**config.mk**
```make
export PLATFORM = sky130hd
export DESIGN_NAME = spi_tx_scheduler
export DESIGN_NICKNAME = d
export VERILOG_FILES = /design/src/rtl/spi_tx_scheduler.sv
export SDC_FILE = /design/constraint.sdc
export NUM_CORES = 1
export LEC_CHECK = 0
export ABC_AREA = 0
export CELL_PAD_IN_SITES_DETAIL_PLACEMENT = 2
export CELL_PAD_IN_SITES_GLOBAL_PLACEMENT = 2
export CORE_AREA = 2 2 146 105
export CTS_BUF_LIST = sky130_fd_sc_hd__clkbuf_8
export DETAILED_ROUTE_END_ITERATION = 7
export DIE_AREA = 0 0 148 107
export HOLD_SLACK_MARGIN = 0.08
export PLACE_DENSITY = 0.77
export SLEW_MARGIN = 10
export SYNTH_ARGS = -nofsm -noshare
export SYNTH_HDL_FRONTEND = slang
export SYNTH_SLANG_ARGS = --single-unit
```
**constraint.sdc**
```tcl
create_clock -name clk -period 6.3 [get_ports clk]
set_clock_uncertainty 0.2 [all_clocks]
set_input_delay 1.89 -clock clk [delete_from_list [all_inputs] [get_ports clk]]
set_output_delay 1.89 -clock clk [all_outputs]
set_load 0.01 [all_outputs]
```
**src/rtl/spi_tx_scheduler.sv**
```systemverilog
// -----------------------------------------------------------------------------
// spi_tx_scheduler
//   Upstream feeder for the SPI master/slave top. Words are buffered in a small
//   FIFO and handed to the SPI master one at a time on din/newd. The next word
//   is only issued after the SPI top reports done (synchronized into clk) and
//   a fixed idle gap has elapsed. Lost transfers (no done within TIMEOUT) and
//   writes into a full FIFO are flagged with sticky error bits.
//
// Parameters
//   DEPTH    FIFO entries (power of two, >= 2)
//   DW       word width, matches the SPI top din width
//   TIMEOUT  clk cycles allowed from newd to done
//   GAP_CYC  idle cycles forced between transfers (>= 1)
//
// Ports
//   clk, rst       clock (rising edge), asynchronous active-high reset
//   wr_en, wr_data FIFO push
//   clr_err        pulse: clears overflow, timeout_err (and mismatch)
//   done           transfer complete from SPI top, asynchronous to clk
//   din, newd      word to SPI master and its 1-cycle start pulse
//   full, empty, count   FIFO status
//   busy           FSM not idle
//   overflow       sticky: write attempted while full
//   timeout_err    sticky: done not seen within TIMEOUT
//
// Optional feature (macro SPI_TX_LOOPBACK_CHECK_EN)
//   Adds dout (in) and mismatch (out, sticky). On an accepted done, the word
//   echoed back on dout is compared with din.
// -----------------------------------------------------------------------------
module spi_tx_scheduler #(
    parameter int DEPTH   = 8,
    parameter int DW      = 12,
    parameter int TIMEOUT = 1024,
    parameter int GAP_CYC = 4
) (
    input  logic                       clk,
    input  logic                       rst,
    input  logic                       wr_en,
    input  logic [DW-1:0]              wr_data,
    input  logic                       clr_err,
    input  logic                       done,
`ifdef SPI_TX_LOOPBACK_CHECK_EN
    input  logic [DW-1:0]              dout,
    output logic                       mismatch,
`endif
    output logic [DW-1:0]              din,
    output logic                       newd,
    output logic                       full,
    output logic                       empty,
    output logic [$clog2(DEPTH+1)-1:0] count,
    output logic                       busy,
    output logic                       overflow,
    output logic                       timeout_err
);

    localparam int AW = $clog2(DEPTH);
    localparam int CW = $clog2(DEPTH + 1);
    localparam int TW = $clog2(TIMEOUT + 1);
    localparam int GW = $clog2(GAP_CYC + 1);

    typedef enum logic [1:0] {IDLE, ISSUE, WAIT, GAP} state_t;

    // ---------------- FIFO ----------------
    logic [DW-1:0] mem_q [DEPTH];
    logic [AW-1:0] wptr_q, rptr_q;
    logic [CW-1:0] count_q, count_d;
    logic          push, pop;

    state_t        state_q, state_d;

    assign full  = (count_q == CW'(DEPTH));
    assign empty = (count_q == '0);
    assign count = count_q;

    // full is the registered occupancy, so a same-cycle pop never makes room
    assign push = wr_en && !full;
    assign pop  = (state_q == IDLE) && !empty;

    always_comb begin
        count_d = count_q;
        case ({push, pop})
            2'b10:   count_d = count_q + CW'(1);
            2'b01:   count_d = count_q - CW'(1);
            default: count_d = count_q;
        endcase
    end

    always_ff @(posedge clk) begin
        if (push) mem_q[wptr_q] <= wr_data;
    end

    // pointers wrap naturally since DEPTH is a power of two
    always_ff @(posedge clk or posedge rst) begin
        if (rst) begin
            wptr_q  <= '0;
            rptr_q  <= '0;
            count_q <= '0;
        end else begin
            if (push) wptr_q <= wptr_q + AW'(1);
            if (pop)  rptr_q <= rptr_q + AW'(1);
            count_q <= count_d;
        end
    end

    // ---------------- done synchronizer ----------------
    // [0],[1] are the two-flop synchronizer, [2] is history for edge detect
    logic [2:0] sync_q;
    logic       done_rise;

    always_ff @(posedge clk or posedge rst) begin
        if (rst) sync_q <= '0;
        else     sync_q <= {sync_q[1:0], done};
    end

    assign done_rise = sync_q[1] && !sync_q[2];

    // ---------------- FSM ----------------
    logic [TW-1:0] tmo_q, tmo_d;
    logic [GW-1:0] gap_q, gap_d;
    logic [DW-1:0] din_q, din_d;
    logic          tmo_evt;

    always_comb begin
        state_d = state_q;
        tmo_d   = tmo_q;
        gap_d   = gap_q;
        din_d   = din_q;
        tmo_evt = 1'b0;
        case (state_q)
            IDLE: begin
                if (!empty) begin
                    din_d   = mem_q[rptr_q];
                    state_d = ISSUE;
                end
            end
            ISSUE: begin
                tmo_d   = '0;
                state_d = WAIT;
            end
            WAIT: begin
                tmo_d = tmo_q + TW'(1);
                // done wins over a coincident timeout
                if (done_rise) begin
                    gap_d   = '0;
                    state_d = GAP;
                end else if (tmo_q == TW'(TIMEOUT - 1)) begin
                    tmo_evt = 1'b1;
                    gap_d   = '0;
                    state_d = GAP;
                end
            end
            GAP: begin
                if (gap_q == GW'(GAP_CYC - 1)) state_d = IDLE;
                else                           gap_d   = gap_q + GW'(1);
            end
            default: state_d = IDLE;
        endcase
    end

    always_ff @(posedge clk or posedge rst) begin
        if (rst) begin
            state_q <= IDLE;
            tmo_q   <= '0;
            gap_q   <= '0;
            din_q   <= '0;
        end else begin
            state_q <= state_d;
            tmo_q   <= tmo_d;
            gap_q   <= gap_d;
            din_q   <= din_d;
        end
    end

    assign din  = din_q;
    assign newd = (state_q == ISSUE);
    assign busy = (state_q != IDLE);

    // ---------------- sticky error flags ----------------
    // a new error event takes priority over a coincident clr_err
    logic ovf_q, terr_q;

    always_ff @(posedge clk or posedge rst) begin
        if (rst) begin
            ovf_q  <= 1'b0;
            terr_q <= 1'b0;
        end else begin
            if (wr_en && full)  ovf_q <= 1'b1;
            else if (clr_err)   ovf_q <= 1'b0;
            if (tmo_evt)        terr_q <= 1'b1;
            else if (clr_err)   terr_q <= 1'b0;
        end
    end

    assign overflow    = ovf_q;
    assign timeout_err = terr_q;

`ifdef SPI_TX_LOOPBACK_CHECK_EN
    logic mis_q;

    always_ff @(posedge clk or posedge rst) begin
        if (rst)                                            mis_q <= 1'b0;
        else if (state_q == WAIT && done_rise && dout != din_q) mis_q <= 1'b1;
        else if (clr_err)                                   mis_q <= 1'b0;
    end

    assign mismatch = mis_q;
`endif

endmodule

```
==> Yosys cells after proc, flatten, opt, wreduce, memory -nomap -nowiden <==
Memories as Yosys holds them, arrays and structs flattened. A register that Yosys moved wholly into a read port is not among the register bits.
Index checks and enable logic that the tools add are counted.
{ "totals": {"register_bits": 31, "ramBits": 96, "input_bits": 17, "output_inout_bits": 22, "word_cells": 66, "n_memories": 1} }
{ "classes": {"n_addsub": 6, "n_eq_ne": 12, "mux": 19, "n_bitwise": 1, "n_reduce_logical": 18} }
{ "mem_list": {"columns": ["memory", "words", "width", "rd", "rd_ports_with_merged_regs", "write_ports", "line_no", "source"], "rows": [
  ["mem_q", 8, 12, 1, 1, 1, "64", "logic [DW-1:0] mem_q [DEPTH];"]
]} }
{ "op_table": {"columns": ["operator", "n"], "rows": [
  ["$pmux W11 S2", 1],
  ["$reduce_bool A2 Y1", 6],
  ["$add A11 B1 Y11 const B", 1],
  ["$eq A11 B10 Y1 const B", 1],
  ["$add A3 B1 Y3 const B", 3],
  ["$mux W3", 3],
  ["$mux W1", 8],
  ["$mux W2", 4],
  ["$pmux W2 S4", 1],
  ["$pmux W4 S2", 1],
  ["$eq A2 B2 Y1 const B", 3],
  ["$ne A2 B2 Y1 const B", 3],
  ["$pmux W3 S2", 1],
  ["$reduce_and A3 Y1", 2],
  ["$add A4 B1 Y4 const B", 1],
  ["$eq A2 B1 Y1 const B", 2],
  ["$eq A4 B4 Y1 const B", 1],
  ["$logic_and A1 B1 Y1", 4],
  ["$logic_not A4 Y1", 1],
  ["$sub A4 B1 Y4 const B", 1],
  ["$eq A3 B2 Y1 const B", 1],
  ["$logic_not A1 Y1", 3],
  ["$ne A3 B3 Y1 const B", 1],
  ["$logic_not A2 Y1", 1],
  ["other kinds (2)", 2]
]} }

==> Longest topological paths before layout <==
{ "depth": {"ltp_word": 5, "mapped_depth": 12, "depth_no_buf": 11} }

==> Worst setup path before layout <==
Ideal clock, no wire load.
{ "synth_timing": {"path_type": "input to register", "start": "input wr_en", "end": "memory mem_q[0][0] (enable)", "setup_ns": 0.396, "arrival_time_ns": 3.166, "required_ns": 5.704, "slack_ns": 2.537, "stages": 3, "path_buffers": 0, "path_cell_list": "nor2b_1 > nand2b_1 > nor3_1"} }
{ "synth_between": {"elab_chain_cells": 3} }
{ "synth_lines": {"columns": ["element", "line_no", "source"], "rows": [
  ["start: declaration", "38", "input logic wr_en,"],
  ["$logic_and A1 B1 Y1", "76", "assign push = wr_en && !full;"],
  ["$mux W1", "89", "if (push) mem_q[wptr_q] <= wr_data;"],
  ["$mux W1 (implied by the code)", "89", null],
  ["end: declaration", "64", null]
]} }
Every way passes these cells.

==> Worst setup path after layout <==
{ "layout_timing": {"start": "register count_q[1], in the netlist count[1]", "end": "output full"} }
{ "layout_between": {"elab_chain_cells": 1} }
{ "layout_lines": {"columns": ["element", "line_no", "source"], "rows": [
  ["start: declaration", "66", "logic [CW-1:0] count_q, count_d;"],
  ["start signal: assignment", "101", "count_q <= count_d;"],
  ["$eq A4 B4 Y1", "71", "assign full = (count_q == CW'(DEPTH));"],
  ["end: declaration", "48", "output logic full,"]
]} }
Every way passes these cells.

==> report_table.html <==
<table>
<tr><th>Metric</th><th>Value</th></tr>
<tr><th colspan="2">Die</th></tr>
<tr><td>Core box area</td><td>14400 sq um</td></tr>
<tr><td>Top-Level Pins</td><td>39</td></tr>
<tr><td>Width of the chip</td><td>~150 microns</td></tr>
<tr><td>Full die area</td><td>15800 sq um</td></tr>
<tr><td>Overall die height</td><td>107 microns</td></tr>
<tr><td>Initial cell density of the core</td><td>around two fifths</td></tr>
<tr><td>Placement row count</td><td>37</td></tr>
<tr><th colspan="2">Synthesis</th></tr>
<tr><td>Netlist area before placement</td><td>5710 sq um</td></tr>
<tr><td>Cell with the most instances after synthesis</td><td>sky130_fd_sc_hd__edfxtp_1</td></tr>
<tr><td>Cell accounting for the most synthesized area</td><td>sky130_fd_sc_hd__edfxtp_1</td></tr>
<tr><td>Mean cell area of the mapped netlist</td><td>between 15 and 20 sq um</td></tr>
<tr><td>Synth cell types</td><td>44</td></tr>
<tr><td>Seq/Total Area, Yosys</td><td>69.3%</td></tr>
<tr><td>Proportion of netlist area held by the largest area contributor</td><td>50.5%</td></tr>
<tr><td>Number of instances in the synthesized netlist</td><td>352</td></tr>
<tr><td>Synth top area cells</td><td>sky130_fd_sc_hd__edfxtp_1 (50%), sky130_fd_sc_hd__dfrtp_1 (19%), sky130_fd_sc_hd__mux4_2 (9.5%)</td></tr>
<tr><td>Ys async rst share</td><td>30.9%</td></tr>
<tr><td>Net count after synthesis</td><td>382</td></tr>
<tr><td>Synth cell count leaders</td><td>sky130_fd_sc_hd__edfxtp_1 (96), sky130_fd_sc_hd__dfrtp_1 (43), sky130_fd_sc_hd__nand2_1 (37), sky130_fd_sc_hd__mux4_2 (24), sky130_fd_sc_hd__nor2_1 (14)</td></tr>
<tr><td>Number of enable flip-flop cells after synthesis</td><td>96</td></tr>
<tr><td>Top flip-flop cell by instance count after synthesis</td><td>sky130_fd_sc_hd__edfxtp_1</td></tr>
<tr><td>Number of warnings reported in the yosys synthesis log</td><td>0</td></tr>
<tr><td>Synthesized flop and latch total</td><td>139</td></tr>
<tr><th colspan="2">Place</th></tr>
<tr><td>Count of buffers from port buffering</td><td>38</td></tr>
<tr><td>Global placer's final weighted congestion</td><td>0.726</td></tr>
<tr><td>Worst setup slack after placement</td><td>1.71 ns</td></tr>
<tr><td>Detailed Place HPWL</td><td>9080 microns</td></tr>
<tr><th colspan="2">Critical path</th></tr>
<tr><td>Data arrival, critical path</td><td>2.00 ns</td></tr>
<tr><td>Stage delay of the slowest cell on the critical path</td><td>between 0.6 and 0.7 ns</td></tr>
<tr><td>Cell type of the slowest stage on the worst timing path</td><td>sky130_fd_sc_hd__clkdlybuf4s50_1</td></tr>
<tr><td>Cell type group with the largest total delay on the critical path</td><td>buffers and inverters</td></tr>
<tr><td>Kind of start point of the critical path</td><td>register</td></tr>
<tr><td>Critical path capture point type</td><td>output port</td></tr>
<tr><td>Cell-by-cell trace of the critical path</td><td>nor4b_2 -&gt; clkdlybuf4s50_1</td></tr>
<tr><td>Worst path buffer plus inverter count</td><td>1</td></tr>
<tr><td>CP required</td><td>4.21 ns</td></tr>
<tr><td>Worst setup path category</td><td>reg -&gt; out</td></tr>
<tr><td>Largest fanout on the critical path</td><td>9</td></tr>
<tr><th colspan="2">Layout</th></tr>
<tr><td>Share of the core filled with cells in the final layout</td><td>46.3%</td></tr>
<tr><td>NumNets Final</td><td>roughly 430</td></tr>
<tr><td>Area growth from synthesis to final layout</td><td>17.1%</td></tr>
<tr><td>Number of fill cells</td><td>1388</td></tr>
<tr><td>Fraction of final layout cells sized beyond drive strength 1</td><td>17.1%</td></tr>
<tr><td>Number of diodes</td><td>0</td></tr>
<tr><th colspan="2">Drt</th></tr>
<tr><td>Detailed-route vias per instance</td><td>5.24</td></tr>
<tr><td>DRC marker count from the first detailed-route iteration</td><td>173</td></tr>
<tr><td>DR pass1 iterations</td><td>4</td></tr>
<tr><td>Via Count</td><td>3173</td></tr>
<tr><td>Final wirelength</td><td>13900 microns</td></tr>
<tr><td>DRC violation count after routing</td><td>0</td></tr>
<tr><td>Antenna Violating Nets Remaining</td><td>0</td></tr>
<tr><td>Post-detailed-route wirelength per cell</td><td>23.0 microns</td></tr>
<tr><th colspan="2">STA</th></tr>
<tr><td>Transition at the pin with the smallest max-transition slack</td><td>between 1 and 1.5 ns</td></tr>
<tr><td>Hold Fails Final Rpt</td><td>0</td></tr>
<tr><td>Tightest hold margin</td><td>0.160 ns</td></tr>
<tr><td>Max Freq</td><td>244 MHz</td></tr>
<tr><td>Final critical delay including setup and external delays</td><td>4.09 ns</td></tr>
<tr><td>Final worst path period share</td><td>approximately two thirds</td></tr>
<tr><td>Max Transition Viols Final</td><td>0</td></tr>
<tr><td>Worst setup margin</td><td>2.21 ns</td></tr>
<tr><td>Headroom to the max-slew limit</td><td>about 19%</td></tr>
<tr><td>Count of final setup violators</td><td>0</td></tr>
<tr><td>Fin Setup TNS</td><td>0 ns</td></tr>
<tr><td>RSZ-0062 raised after global routing</td><td>no</td></tr>
<tr><th colspan="2">Power and ir drop</th></tr>
<tr><td>Gate power share</td><td>32.0%</td></tr>
<tr><td>Switching component of the power</td><td>about 1.1 mW</td></tr>
<tr><td>Part of the total power dissipated in sequential elements</td><td>43.0%</td></tr>
<tr><td>Largest voltage drop on the vdd net</td><td>221 uV</td></tr>
<tr><td>Sw Share</td><td>34.5%</td></tr>
<tr><td>Int Power</td><td>2.05 mW</td></tr>
<tr><td>Leakage power total</td><td>2.43 nW</td></tr>
<tr><td>Total power per unit cell area</td><td>468 nW/um^2</td></tr>
<tr><td>Part of the power in the clock network</td><td>25.0%</td></tr>
<tr><th colspan="2">Clock tree</th></tr>
<tr><td>Total number of H-tree levels</td><td>4</td></tr>
<tr><td>Resized Gates After CTS</td><td>0</td></tr>
<tr><td>CTS tree</td><td>yes</td></tr>
<tr><td>Max clock buf depth</td><td>2</td></tr>
<tr><td>Clock insertion delay at the later pin of the skew report</td><td>0.46 ns</td></tr>
<tr><td>Inserted Clock Buffers</td><td>17</td></tr>
<tr><td>Clock slew seen by the registers of the worst setup and hold paths</td><td>0.09 ns</td></tr>
<tr><td>Clock root buffer master</td><td>sky130_fd_sc_hd__clkbuf_8</td></tr>
<tr><td>Sinks on Clock Net</td><td>139</td></tr>
<tr><td>Hold Buf Count CTS</td><td>0</td></tr>
<tr><td>Setup fix buffers added after clock tree synthesis</td><td>0</td></tr>
<tr><th colspan="2">Global route</th></tr>
<tr><td>Overflow after GRT</td><td>0</td></tr>
<tr><td>Via count of the first global-routing pass</td><td>3551</td></tr>
<tr><td>Maximum number of pins on one net before global-route repair</td><td>44</td></tr>
<tr><td>Total GRT Usage</td><td>19.1%</td></tr>
<tr><td>First-pass GRT wire length</td><td>roughly 22000 microns</td></tr>
<tr><td>Initial antenna violation count</td><td>0</td></tr>
<tr><th colspan="2">Run</th></tr>
<tr><td>Max-Cap Viols</td><td>0</td></tr>
<tr><th colspan="2">Outcome</th></tr>
<tr><td>Run status</td><td>complete, no violations</td></tr>
<tr><th colspan="2">Worst hold path</th></tr>
<tr><td>Path class of the lowest-slack min-delay path</td><td>reg -&gt; reg</td></tr>
</table>
## per-stage QoR
| step | power [mW] | cells | instance area, sq um |
|---|---|---|---|
| 5_1_grt | 3.32 | 605 | 6690 |
| 2_1_floorplan | 2.01 | 352 | 5710 |
| 4_1_cts | 3.17 | 605 | 6680 |
| 6_report | 3.13 | 605 | 6690 |
| 3_3_place_gp | 2.29 | 573 | 6260 |
| 3_5_place_dp | 2.38 | 573 | 6260 |
## cell usage in the layout (no fill, tap or decap), drive strengths merged, types with 5 or more instances in the layout
cell type / netlist / routed
nor3: 6 / 6
nand2: 37 / 37
xor2: 6 / 6
mux4: 24 / 24
ha: 13 / 13
nand2b: 5 / 5
dfrtp: 43 / 43
mux2i: 12 / 12
nand3: 5 / 5
clkbuf: 3 / 17
nor2: 14 / 14
o21ai: 22 / 22
edfxtp: 96 / 96
xnor2: 7 / 7
clkinv: 0 / 6
inv: 14 / 20
clkdlybuf4s50: 0 / 38
## cell families (layout without fill, tap and decap cells)
family	count (synthesis)	count (layout)	share of synthesized area (%)
flip-flops	139	139	69.3
AND/OR/NAND/NOR	85	85	7.53
multiplexers	38	38	12.0
AO/OA/AOI/OAI	36	36	3.72
buffers and inverters	28	86	2.65
adder cells (fa/ha/maj)	13	13	2.85
XOR/XNOR	13	13	1.99
## power groups by stage
stage	clock network [mW]	registers, mW	logic [mW]
finish	0.783	1.35	1.00
global route	0.832	1.37	1.11
CTS	0.801	1.35	1.02
detailed placement	0	1.37	1.01
global placement	0	1.35	0.943
floorplan	0	1.29	0.720
## flip-flops by register name, summed over array words and instances, names as in the netlist
signal	count
state_q	2
tmo_q	11
wptr_q	3
sync_q	3
overflow	1
gap_q	3
din	12
timeout_err	1
count	4
rptr_q	3
mem_q	96
## cell type report
type / count / area, sq um / area share (%)
Sequential cell: 139 / 3960 / 59.2
Multi-Input combinational cell: 185 / 1620 / 24.2
Tap cell: 195 / 244 / 3.65
Inverter: 14 / 52.6 / 0.786
Timing Repair Buffer: 40 / 395 / 5.91
Clock buffer: 17 / 234 / 3.50
Clock inverter: 15 / 186 / 2.79
## final timing paths
path                            startpoint        end  slack [ns]  cells after the start
worst max-delay path              count[1]       full        2.21                      2
worst min-delay path             sync_q[0]  sync_q[1]        0.16                      0
worst max register to register    count[1]   count[2]        3.22                     11
worst min register to register   sync_q[0]  sync_q[1]        0.16                      0
max in group asynchronous              rst     din[7]        3.41                      2
min in group asynchronous              rst     din[0]        1.81                      2
## routing by layer
metal	wire, microns	vias up	global-route usage, %
li1	-	1411	-
met1	6320	1692	24.5
met2	7020	54	32.4
met3	420	16	4.68
met4	161	0	5.51
met5	0	-	0
Power figures use the tool's default switching activity.
